--- src/rtl/dbg_mem_responder.sv ---
// dbg_mem_responder: byte-stream debug responder for the data RAM debug port.
// Collects READ / WRITE / DUMP commands from a byte link, performs the RAM
// accesses one at a time and streams the response bytes back to the host.
module dbg_mem_responder #(
    parameter int RAMDEPTH  = 1024,
    parameter int ADDRWIDTH = 16
) (
    input  logic                 clock,
    input  logic                 nreset,
    input  logic [7:0]           rx_data,
    input  logic                 rx_valid,
    output logic                 rx_ready,
    output logic [7:0]           tx_data,
    output logic                 tx_valid,
    input  logic                 tx_ready,
    output logic                 mem_req,
    output logic                 mem_we,
    output logic [ADDRWIDTH-1:0] mem_addr,
    output logic [31:0]          mem_wdata,
    input  logic [31:0]          mem_rdata,
    output logic                 busy
);

    // Opcode as stored internally (low two bits of the command byte).
    localparam logic [1:0]  OP_READ  = 2'd1;
    localparam logic [1:0]  OP_WRITE = 2'd2;
    localparam logic [1:0]  OP_DUMP  = 2'd3;
    localparam logic [7:0]  RSP_ACK  = 8'hA5;
    localparam logic [7:0]  RSP_ERR  = 8'hEE;
    // 17-bit depth so address + count can never wrap during the range check.
    localparam logic [16:0] DEPTH17  = 17'(RAMDEPTH);

    typedef enum logic [4:0] {
        S_IDLE,
        S_ADDR_HI,
        S_ADDR_LO,
        S_CNT_HI,
        S_CNT_LO,
        S_WD0,
        S_WD1,
        S_WD2,
        S_WD3,
        S_CHECK,
        S_MEM_RD,
        S_MEM_WAIT,
        S_MEM_WR,
        S_TX_B0,
        S_TX_B1,
        S_TX_B2,
        S_TX_B3,
        S_TX_ACK,
        S_TX_ERR
    } state_t;

    state_t                 r_state;
    state_t                 w_state_next;
    logic                   r_live;        // low during reset, high from the first edge after release
    logic [1:0]             r_op;
    logic [15:0]            r_addr;
    logic [15:0]            r_cnt;
    logic [31:0]            r_wdata;
    logic [31:0]            r_rdata;
    logic [ADDRWIDTH-1:0]   r_mem_addr;
    logic [31:0]            r_mem_wdata;

    logic                   w_collect;
    logic                   w_tx_state;
    logic                   w_rx_fire;
    logic                   w_tx_fire;
    logic                   w_op_valid;
    logic [16:0]            w_addr_ext;
    logic [16:0]            w_end_ext;
    logic                   w_addr_bad;
    logic                   w_dump_bad;
    logic [7:0]             w_rd_byte [4];
    logic [7:0]             w_tx_byte;

    // Read data split into bytes; the response sends byte 0 first.
    genvar gi;
    generate
        for (gi = 0; gi < 4; gi++) begin : g_rd_byte
            assign w_rd_byte[gi] = r_rdata[8*gi +: 8];
        end
    endgenerate

    assign w_collect  = r_state inside {S_IDLE, S_ADDR_HI, S_ADDR_LO, S_CNT_HI, S_CNT_LO,
                                        S_WD0, S_WD1, S_WD2, S_WD3};
    assign w_tx_state = r_state inside {S_TX_B0, S_TX_B1, S_TX_B2, S_TX_B3, S_TX_ACK, S_TX_ERR};

    assign rx_ready  = r_live & w_collect;
    assign tx_valid  = w_tx_state;
    assign tx_data   = w_tx_byte;
    assign w_rx_fire = rx_valid & rx_ready;
    assign w_tx_fire = tx_valid & tx_ready;

    assign mem_req   = (r_state == S_MEM_RD) || (r_state == S_MEM_WR);
    assign mem_we    = (r_state == S_MEM_WR);
    assign mem_addr  = r_mem_addr;
    assign mem_wdata = r_mem_wdata;
    assign busy      = (r_state != S_IDLE);

    assign w_op_valid = (rx_data == 8'h01) || (rx_data == 8'h02) || (rx_data == 8'h03);
    assign w_addr_ext = {1'b0, r_addr};
    assign w_end_ext  = w_addr_ext + {1'b0, r_cnt};
    assign w_addr_bad = (w_addr_ext >= DEPTH17);
    assign w_dump_bad = (w_end_ext > DEPTH17);

    // Response byte selection; zero whenever nothing is being offered.
    always_comb begin
        w_tx_byte = 8'h00;
        case (r_state)
            S_TX_B0:  w_tx_byte = w_rd_byte[0];
            S_TX_B1:  w_tx_byte = w_rd_byte[1];
            S_TX_B2:  w_tx_byte = w_rd_byte[2];
            S_TX_B3:  w_tx_byte = w_rd_byte[3];
            S_TX_ACK: w_tx_byte = RSP_ACK;
            S_TX_ERR: w_tx_byte = RSP_ERR;
            default:  w_tx_byte = 8'h00;
        endcase
    end

    // Next-state logic: command collection, range check, access, response.
    always_comb begin
        w_state_next = r_state;
        case (r_state)
            S_IDLE:    if (w_rx_fire) w_state_next = w_op_valid ? S_ADDR_HI : S_TX_ERR;
            S_ADDR_HI: if (w_rx_fire) w_state_next = S_ADDR_LO;
            S_ADDR_LO: begin
                if (w_rx_fire) begin
                    case (r_op)
                        OP_WRITE: w_state_next = S_WD0;
                        OP_DUMP:  w_state_next = S_CNT_HI;
                        default:  w_state_next = S_CHECK;
                    endcase
                end
            end
            S_CNT_HI:  if (w_rx_fire) w_state_next = S_CNT_LO;
            S_CNT_LO:  if (w_rx_fire) w_state_next = S_CHECK;
            S_WD0:     if (w_rx_fire) w_state_next = S_WD1;
            S_WD1:     if (w_rx_fire) w_state_next = S_WD2;
            S_WD2:     if (w_rx_fire) w_state_next = S_WD3;
            S_WD3:     if (w_rx_fire) w_state_next = S_CHECK;
            S_CHECK: begin
                case (r_op)
                    OP_READ:  w_state_next = w_addr_bad ? S_TX_ERR : S_MEM_RD;
                    OP_WRITE: w_state_next = w_addr_bad ? S_TX_ERR : S_MEM_WR;
                    OP_DUMP: begin
                        if (w_dump_bad)
                            w_state_next = S_TX_ERR;
                        else if (r_cnt == 16'd0)
                            w_state_next = S_TX_ACK;
                        else
                            w_state_next = S_MEM_RD;
                    end
                    default:  w_state_next = S_TX_ERR;
                endcase
            end
            S_MEM_RD:   w_state_next = S_MEM_WAIT;
            S_MEM_WAIT: w_state_next = S_TX_B0;
            S_MEM_WR:   w_state_next = S_TX_ACK;
            S_TX_B0:    if (w_tx_fire) w_state_next = S_TX_B1;
            S_TX_B1:    if (w_tx_fire) w_state_next = S_TX_B2;
            S_TX_B2:    if (w_tx_fire) w_state_next = S_TX_B3;
            S_TX_B3: begin
                if (w_tx_fire) begin
                    if (r_op == OP_DUMP)
                        w_state_next = (r_cnt != 16'd0) ? S_MEM_RD : S_TX_ACK;
                    else
                        w_state_next = S_IDLE;
                end
            end
            S_TX_ACK:   if (w_tx_fire) w_state_next = S_IDLE;
            S_TX_ERR:   if (w_tx_fire) w_state_next = S_IDLE;
            default:    w_state_next = S_IDLE;
        endcase
    end

    // State register plus command fields, read capture and the held memory port.
    always_ff @(posedge clock or negedge nreset) begin
        if (!nreset) begin
            r_state     <= S_IDLE;
            r_live      <= 1'b0;
            r_op        <= 2'd0;
            r_addr      <= 16'd0;
            r_cnt       <= 16'd0;
            r_wdata     <= 32'd0;
            r_rdata     <= 32'd0;
            r_mem_addr  <= '0;
            r_mem_wdata <= 32'd0;
        end else begin
            r_state <= w_state_next;
            r_live  <= 1'b1;
            if (w_rx_fire) begin
                case (r_state)
                    S_IDLE:    r_op         <= rx_data[1:0];
                    S_ADDR_HI: r_addr[15:8] <= rx_data;
                    S_ADDR_LO: r_addr[7:0]  <= rx_data;
                    S_CNT_HI:  r_cnt[15:8]  <= rx_data;
                    S_CNT_LO:  r_cnt[7:0]   <= rx_data;
                    // Data arrives least significant byte first: shift in from the top.
                    S_WD0, S_WD1, S_WD2, S_WD3: r_wdata <= {rx_data, r_wdata[31:8]};
                    default: ;
                endcase
            end
            // Each issued read advances the dump window by one word.
            if (r_state == S_MEM_RD) begin
                r_addr <= r_addr + 16'd1;
                r_cnt  <= r_cnt - 16'd1;
            end
            if (r_state == S_MEM_WAIT)
                r_rdata <= mem_rdata;
            // Address/data are latched as the access starts and held until the next one.
            if (w_state_next == S_MEM_RD || w_state_next == S_MEM_WR)
                r_mem_addr <= ADDRWIDTH'(r_addr);
            if (w_state_next == S_MEM_WR)
                r_mem_wdata <= r_wdata;
        end
    end

endmodule

--- config.mk ---
export PLATFORM = sky130hd
export DESIGN_NAME = dbg_mem_responder
export DESIGN_NICKNAME = d
export VERILOG_FILES = /design/src/rtl/dbg_mem_responder.sv
export SDC_FILE = /design/constraint.sdc
export NUM_CORES = 1
export LEC_CHECK = 0
export CORE_UTILIZATION = 55
export DETAILED_ROUTE_END_ITERATION = 6
export GPL_ROUTABILITY_DRIVEN = 0
export PLACE_DENSITY = 0.81
export SLEW_MARGIN = 40
export SYNTH_ARGS = -nofsm -noshare
export SYNTH_HDL_FRONTEND = slang
export SYNTH_SLANG_ARGS = --single-unit
--- constraint.sdc ---
create_clock -name clock -period 9.75 [get_ports clock]
set_clock_uncertainty 0.15 [all_clocks]
set_input_delay 0.975 -clock clock [delete_from_list [all_inputs] [get_ports clock]]
set_output_delay 0.975 -clock clock [all_outputs]
set_load 0.02 [all_outputs]
==> impl_results.md <==
- Hold Path Class: flop to flop
- Required time of the critical path: 8.63 ns
- CP max FO: 28
- Avg Cell Area, Syn: 10.8 um2
- MaxCap Viol Count: 0
- Maximum vdd ir drop: 178 uV
- CP arrival: ~3.3 ns
- Post-synth EDFFs: 0
- Slowest stage delay, CP: 0.89 ns
- Most common cell on crit path: nand2_1
- Post-CTS sizing: 0
- H-tree Lvls: 4
- Top-count cell post-synth: dfrtp_1
- Top FF cell, synth: dfrtp_1
- Synth area leaders: dfrtp_1, mux2_2, nand2_1
- Final Setup Violations: 0
- Remaining global-route overflow: 0
- DP Wirelength: approximately 14000 um
- ANT nets after route: 0
- Ys Warns: 0
- CTS Buffer Depth: 2
- Yosys reg bits: 152
- Max Slew Vio Count: 0
- DRT Wirelength: 20500 um
- Register area share after synthesis: 47.3%
- Outcome: finished clean
- Ratio of final minimum period to clock period: ~45%
- DRC viols: 0
- Initial antenna violation count: 0
- CTS tree: yes
- Pin count of the biggest net entering global routing: 82
- Hold_buf cts: 0
- Fin util: 70.2%
- Final Critical Period: between 4 and 5 ns
- Synth async-reset ratio: 100%
- Clk root buf: clkbuf_16
- Leak Pwr: around 0.0044 uW
- Pwr dens: between 300 and 400 nW/um2
- Post-CTS setup buffer count: 0
- CTS buffer count: 17
- Clock latency on the worst-skew pair: 0.43 ns
- N_diodes: 0
- Netlist Area Pre-Place: approximately 8000 um2
- CP Capture Point: tx_data[5]
- Syn Nets: 809
- Cell Rows: 43
- Crit path launch: r_state[3]$_DFF_PN0_
- Worst Tran Pin Value: 0.839 ns
- CTS Sinks: 152
- Vias in the first global route: about 6500
- Final Total Pwr: 3080 uW
- Leading area contributor after synthesis: dfrtp_1
- Die W: 123 um
- Synth top area share: 47.3%
- Die area: 15100 um2
- Cells after synthesis: 745
- Clock Pin Slew Worst Setup and Hold Paths: ~0.060 ns
- Setup crit start kind: flop
- Port Buf Inserts: between 100 and 150
- I/O Pins: 105
- Via density: 6.34
- Slew HR: 44.1%
- Final net count: about 900
- Initial DRC count: roughly 860
- Synth cell count leaders: dfrtp_1, mux2_2, nand2_1
- Initial Util: 57.2%
- Layout cell share with drive strength beyond 1: 21.2%
- Global-route usage over all layers: between 20% and 30%
- Area growth syn-to-layout: 22.6%
- Critical-path cell list: and2_1, nand2_1, nor2_1, a222oi_1, nand2_1, clkdlybuf4s50_1
- TNS Setup: 0 ns
- Die Span Y: roughly 120 um
- WL per Instance: 19.9 um
- Initial DRT Pass Iterations: 6
- Core Box Area: roughly 14000 um2
- Synth unique cells: 72
- Via count: 6533
- Critical-path top delay cell: dfrtp_1
- FF-to-FF End: mem_addr[4]$_DFFE_PN0P_
- Cell count after placement: 998
- Finished Layout Cells: between 1000 and 1500
- First-pass GRT wire length: 32700 um
- Max Freq: 228 MHz
- Fin. Hold Viols: 0
- Setup repair after global routing missed its margin: no
- Worst R2R Setup Slack: about 5.4 ns
- CP endpoint kind: primary output
- Worst Setup Path Type: flop to primary output
- Worst R2R Path Depth: 11
- WHS: ~0.35 ns
- R2R Path Start: r_addr[0]$_DFFE_PN0P_
-- critical path: cells and delay by family (launching register included) --
family | cells | cell delay (ns)
DFF | 1 | 0.89
AOI/OAI and AO/OA | 1 | 0.21
buffers and inverters | 1 | 0.62
and+or+nand+nor | 4 | 1.10
-- flip-flops by register name, indices dropped and copies added, names as in the netlist --
name / flops
mem_addr: 16
mem_wdata: 32
r_addr: 16
r_cnt: 16
r_live: 1
r_op: 2
r_rdata: 32
r_state: 5
r_wdata: 32
-- metrics by stage --
step | cell area [um2] | setup WS [ns]
after floorplan | 8040 | 6.07
after global placement | 9190 | 5.53
after detailed placement | 9240 | 5.29
after CTS | 9850 | 5.13
after global routing | 9850 | 5.26
final | 9850 | 5.37
-- layout make-up --
type / instances / area (um2)
Inverter: 11 / 41.3
Clock inverter: 15 / 181
Sequential cell: 152 / 3810
Tap cell: 180 / 225
Multi-Input combinational cell: 545 / 4070
Timing Repair Buffer: 110 / 1100
Clock buffer: 17 / 425
Fill cell: 956 / 4190
-- worst min-delay path by stage --
stage | endpoint | slack, ns | from | cells after the start
final | mem_addr[3]$_DFFE_PN0P_ | 0.35 | mem_addr[3]$_DFFE_PN0P_ | 1
after global routing | mem_wdata[6]$_DFFE_PN0N_ | 0.38 | r_wdata[6]$_DFFE_PN0P_ | 1
after CTS | mem_addr[3]$_DFFE_PN0P_ | 0.36 | mem_addr[3]$_DFFE_PN0P_ | 1
after detailed placement | mem_wdata[0]$_DFFE_PN0N_ | 0.34 | r_wdata[0]$_DFFE_PN0P_ | 1
after global placement | mem_wdata[6]$_DFFE_PN0N_ | 0.33 | r_wdata[6]$_DFFE_PN0P_ | 1
after floorplan | r_wdata[0]$_DFFE_PN0P_ | 0.32 | r_wdata[0]$_DFFE_PN0P_ | 1
-- cells by family (layout without fill, tap and decap cells) --
kind of cell | after synthesis | count (layout) | share of synthesized area (%)
simple gates | 226 | 226 | 13.9
compound gates | 165 | 165 | 14.4
flops | 152 | 152 | 47.3
mux | 121 | 121 | 17.3
buf+inv | 48 | 153 | 2.54
fa+ha+maj | 20 | 20 | 3.21
xor+xnor | 12 | 12 | 1.31
other cells | 1 | 1 | 0.0467
-- where the power goes --
part           switching (uW)  internal, uW
combinational             694           613
clock                     294           388
sequential                265           828
-- layer usage --
metal / GRT usage, % / share of wire, % / routed length, um / up-vias
met2: 45.4 / 48 / 9860 / 332
li1: - / - / - / 2949
met4: 14.6 / 4.3 / 875 / 0
met3: 6.41 / 6.7 / 1370 / 85
met1: 35.7 / 41 / 8360 / 3167
met5: 0 / 0 / 0 / -
-- cells in the final DEF (no fill, tap or decap), types with 5 or more instances in the layout --
cell	instances
dfrtp_1	150
mux2_2	105
clkdlybuf4s50_1	103
nand2_1	66
nor2_1	48
a21oi_1	37
o21ai_0	35
nand3_1	28
ha_1	19
clkbuf_16	17
o211ai_1	12
nor2b_1	11
nand4_1	11
nor3_1	11
inv_1	10
mux2_4	10
and3_1	9
a22oi_1	9
a21o_1	8
nor4_1	8
xor2_1	7
o22ai_1	7
o21a_1	6
or3_1	6
mux2i_1	6
xnor2_1	5
o31ai_1	5
a31oi_1	5
a211oi_1	5
inv_6	5
Power figures use the tool's default switching activity.
==> edit 1: new RTL, same flow settings <==
`ADDRWIDTH`: 16 -> 14.
--- a/src/rtl/dbg_mem_responder.sv
+++ b/src/rtl/dbg_mem_responder.sv
@@ -5,3 +5,3 @@
     parameter int RAMDEPTH  = 1024,
-    parameter int ADDRWIDTH = 16
+    parameter int ADDRWIDTH = 14
 ) (
Ports: changed (resized mem_addr); port bits go from 105 to 103. No check against the original RTL was run, so the function may have changed too.
==> edit 1 against the unedited design <==
Non-clock buffer count decreased by 2; register-to-register slack improved by 130 ps; global-route usage increased by 1.2 points; count of clock-buffer cells in the layout increased by 4; cell count increased by 4.2%; design area about the same; critical path depth increased by 5; synthesized area increased by 1.2%; wire length increased by 2.7%; sequential cell count decreased by 2; maximum frequency increased by 0.69%; total power decreased by 2.3%; core utilization decreased by 2.1 points; worst setup slack improved by 30 ps; largest cell class unchanged; largest power group unchanged; highest routed layer unchanged.
==> edit 1: results (changes against the unedited design) <==
** Cells and area
- The share of layout cells above drive strength 1 was 17.7% (-3.5 points).
- Inserted Diodes :: 0 (unchanged)
- Net count, final :: 940 (+4.3%)
- Count of fill cells added during filler insertion :: 1,089 (+14%)
- Layout Cells excl Fill :: 1,073 (+4.2%)

** Power and ir drop
- The leakage power is 4.31 nW (-1.1%).
- The register share of total power was 35.7% (+0.2 points).
- Maximum VDD drop :: 156 uV (-12%)
- Proportion of power drawn by the clock network :: 20.6% (-1.5 points)
- The net load switching power is 1.29 mW (+3.3%).
- Cell Int Power :: 1.72 mW (-6.1%)

** Placed design
- Hpwl dp :: 14,500 microns (+5.5%)
- Number of I/O port buffers :: 102 (-1.9%)
- The pre-CTS setup slack was 5110 ps (-183 ps).
- The number of cells after detailed placement came to 1,041 (+4.3%).
- The area of placed instances was 9300 sq um (+0.69%).

** Synthesis
- The async set-reset flop share out of synthesis is 100% (unchanged).
- The count of unique library cells instantiated by Yosys is 79 (+9.7%).
- The count of synthesis-stage warnings from yosys came to 0 (unchanged).
- The post-synth net total came to 855 (+5.7%).
- After synthesis, the cell types taking the most area are dfrtp_1 46%, mux2_2 13%, nand2_1 4.2%.
- Top post-synthesis cells by count :: 150 x dfrtp_1, 97 x mux2_2, 91 x nand2_1
- Mean post-synth cell area :: 10.3 sq um (-4.7%)
- Sequential-to-total area share from yosys stat :: 46.2% (-1.2 points)

** Worst hold path
- HP Class :: flip-flop to flip-flop

** Route
- Wire length reported by the detailed router :: 21,000 microns (+2.7%)
- Iteration-0 DRC count of the detailed router :: 689 (-20%)
- Count of vias placed by the detailed router :: 6,868 (+5.1%)
- Pre-antenna DRT Iters :: 5 (-1)

** Clock network
- The maximum level of the CTS H-tree was 4 (unchanged).
- Cell chosen for the clock root :: clkbuf_16
- CTS max path bufs :: 2 (unchanged)
- Later-pin clock latency in the skew report :: 430 ps (about the same)
- Inserted Clock Buffers :: 17 (unchanged)
- Clock-pin slew on the worst setup and hold paths :: 60 ps (about the same)
- CTS resizes :: 0 (unchanged)
- Post-CTS setup repair buffer count :: 0 (unchanged)

** Setup path
- Crit path largest cell delay :: 620 ps (-270 ps)
- Critical path's top delay family :: simple AND/OR/NAND/NOR gates
- The largest fanout on the critical path is 12 (-57%).
- The signal arrival time at the worst endpoint is 4510 ps (+1250 ps).
- The largest individual stage delay along the critical path comes from the cell or4_1.

** GRT
- Via count of the first global-routing pass :: 6,601 (+1.1%)
- Global-route wire length before repair :: 33,900 microns (+3.9%)
- The initial antenna violation count is 0 (unchanged).
- Overall Global Routing Usage :: 29.5% (+1.2 points)
- The pin count of the biggest net entering global routing is 80 (-2.4%).

** STA
- The worst relative slew slack was 46.9% (+2.8 points).
- The total count of max-transition violations in the final report was 0 (unchanged).

** Outcome
- Outcome :: completed
-- edit 1: cell count changes after synthesis, moves of 9 or more --
cell / change
a21oi_1: +10
mux2_4: -10
o311ai_1: +9
nand2_1: +25
o21ai_0: -10
-- edit 1: cell families after synthesis --
logic type | synth area share [%]
AO/OA/AOI/OAI | 16.4
XOR/XNOR | 0.970
adder cells (fa/ha/maj) | 3.17
buffers and inverters | 3.08
flip-flops | 46.2
multiplexers | 14.1
other | 0.0461
AND/OR/NAND/NOR | 16.1
-- edit 1: final cells by class --
class	count	area [sq um]	share of cell area (%)
multi-input cells	582	4170	42.2
flip-flops and latches	150	3760	38.1
inverters	17	63.8	0.647
clock inverters	11	100	1.01
clock buffers	21	450	4.57
well taps	184	230	2.33
repair buffers	108	1090	11.1
-- edit 1: worst paths after layout --
| kind | from | endpoint | slack, ps | cells after the start |
|---|---|---|---|---|
| max | rx_data[3] | mem_addr[10] | 5400 | 11 |
| min | mem_wdata[3] | mem_wdata[3] | 350 | 1 |
| max reg2reg | r_addr[0] | mem_addr[10] | 5550 | 12 |
| min reg2reg | mem_wdata[3] | mem_wdata[3] | 350 | 1 |
| max in group asynchronous | nreset | r_state[1] | 7900 | 2 |
| min in group asynchronous | nreset | r_rdata[11] | 390 | 1 |
-- edit 1: routing by layer --
layer | wire length, microns | GRT usage [%] | vias up | share of wire (%)
met2 | 9990 | 46.5 | 323 | 48
met5 | 0 | 0 | - | 0
met3 | 1730 | 7.46 | 61 | 8.2
met4 | 716 | 12.2 | 0 | 3.4
li1 | - | - | 3130 | -
met1 | 8580 | 38.7 | 3354 | 41
==> edit 2: new RTL, same flow settings <==
Without the edit above. Make the reset (`nreset`) synchronous in one clocked block.
--- a/src/rtl/dbg_mem_responder.sv
+++ b/src/rtl/dbg_mem_responder.sv
@@ -178,3 +178,3 @@
     // State register plus command fields, read capture and the held memory port.
-    always_ff @(posedge clock or negedge nreset) begin
+    always_ff @(posedge clock) begin
         if (!nreset) begin
Function: differs if nreset is asserted again (counterexample within 4 cycles, from zero or initial values and one cycle with nreset low); with nreset held inactive, the same outputs for 10 cycles.
==> edit 2 against the unedited design <==
Design area fell by 4.2%; worst setup slack worse by 93 ps; maximum frequency is 2.1% lower; sequential cell count did not move; die area down 4.0%; synthesized area fell by 4.0%; worst hold slack worse by 48 ps; critical path type unchanged; critical endpoint is now tx_data[7]; wire length grew 3.7%; sequential share of layout area decreased by 6.4 points.
Power is not compared: it rests on default switching activity, and its combinational part moved more than twofold at a synthesized area within 25%.
==> edit 2: results (changes against the unedited design) <==
** Synthesis
- Parity-gate share of the synthesized area counting xor and xnor cells :: 1.14% (-0.17 points)
- Synth area leaders :: dfxtp_1 39%, nand2_1 11%, a21oi_1 7.9%
- Synth Area in Adders :: 3.34% (+0.13 points)
- Proportion of synthesized area in mux cells :: 6.75% (-11 points)
- In the synthesized netlist, the cells that appear most often are 224 x nand2_1, 152 x dfxtp_1, 121 x a21oi_1.
- The post-synth net total is 1,064 (+32%).
- Async set-reset flop share out of synthesis :: 0% (-100 points)
- Compound-cell area share of the yosys netlist :: 21.1% (+6.7 points)
- The share of the yosys chip area belonging to registers was 39.5% (-7.9 points).
- Library cell with the highest instance count after synthesis :: nand2_1
- Post-Syn Instances :: 1,000 (+34%)
- The count of unique library cells instantiated by Yosys came to 65 (-9.7%).

** Setup path
- The signal arrival time at the worst endpoint is 3350 ps (+90 ps).
- Crit path largest cell delay :: 830 ps (-60 ps)
- Critical R2R Capture :: mem_addr[9]
- CP max FO :: 21 (-25%)
- Setup slack of the worst register-to-register path :: 5540 ps (+120 ps)
- The worst register-to-register path begins at r_addr[0].
- Cell with the largest stage delay on the worst path :: dfxtp_1

** Placed design
- The area of placed instances was 8800 sq um (-4.8%).
- The number of cells after detailed placement was 1,223 (+23%).
- The number of port buffers was 104 (unchanged).
- The half-perimeter wire length of the detailed placement result is 14,400 microns (+4.4%).
- The pre-CTS setup slack is 5380 ps (+88.5 ps).

** STA
- The total count of max-transition violations in the final report is 0 (unchanged).
- The minimum clock period is 4480 ps (+92.5 ps).
- Rel. slew slack :: 46.2% (+2.2 points)
- Worst-case hold slack :: 306 ps (-47.6 ps)

** Route
- Average wire per cell in the routed design :: 16.9 microns (-15%)
- Iteration-0 DRC count of the detailed router :: 534 (-38%)
- Wire length reported by the detailed router :: 21,200 microns (+3.7%)
- The vias per cell was 6.13 (-3.3%).
- The number of optimization iterations in the first detailed-route pass is 5 (-1).

** Clock network
- The total of cells resized after clock tree synthesis is 0 (unchanged).

** Worst hold path
- The hold path depth was 2 (+1).
- Sink of the worst hold path :: r_rdata[25]

** GRT
- The total track usage is 29.4% (+1.1 points).
- Pin count of the biggest net entering global routing :: 84 (+2.4%)
- Via count of the first global-routing pass :: 6,942 (+6.4%)

** Outcome
- Outcome :: completed

** Cells and area
- The share of layout cells above drive strength 1 came to 5.38% (-16 points).
## edit 2: changes by cell type after synthesis, moves of 7 or more
cell      change
a211oi_1      +7
a21oi_1      +83
clkbuf_1     +30
dfrtp_1     -152
dfxtp_1     +152
mux2_2      -105
mux2_4       -10
mux2i_1      +46
nand2_1     +158
nand3_1       -7
nor2_1       +42
nor3_1       +11
o211ai_1     -10
## edit 2: tightest hold or removal path, stage by stage (launching register included)
cell	delay (ps)
dfxtp_1	310
nand2_1	50
a21oi_1	50
## edit 2: cell families after synthesis
| kind of cell | count (synthesis) |
|---|---|
| fa+ha+maj | 20 |
| buf+inv | 77 |
| xor+xnor | 10 |
| flops | 152 |
| compound gates | 258 |
| simple gates | 431 |
| mux | 52 |
## edit 2: where the power goes
part	switching (mW)	internal, mW
Sequential	0.0172	0.626
Combinational	0.0760	0.0535
Clock	0.289	0.415
Total	0.382	1.09
## edit 2: routing by layer
metal  up-vias  part of all wire [%]  GRT usage (%)
li1       3686                     -              -
met5         -                     0              0
met2       371                    46           46.0
met3        68                   8.6           6.23
met4         0                   3.7           15.3
met1      3574                    41           38.0
## edit 2: worst max path at each step
stage,to,start,cells after the start
after floorplan,mem_addr[10],r_addr[0],13
after global placement,mem_addr[2],rx_data[4],9
after detailed placement,mem_addr[11],rx_data[4],9
after CTS,tx_data[0],r_state[1],5
after global routing,tx_data[1],r_state[3],6
final,tx_data[7],r_state[3],6
## edit 2: final cells by class
type	instances	area, sq um
clock buffer	17	425
clock inverter	15	204
fill	1130	4010
inverter	12	46.3
multi-input combinational	771	4400
sequential	152	3040
tap	176	220
timing repair buffer	112	1100
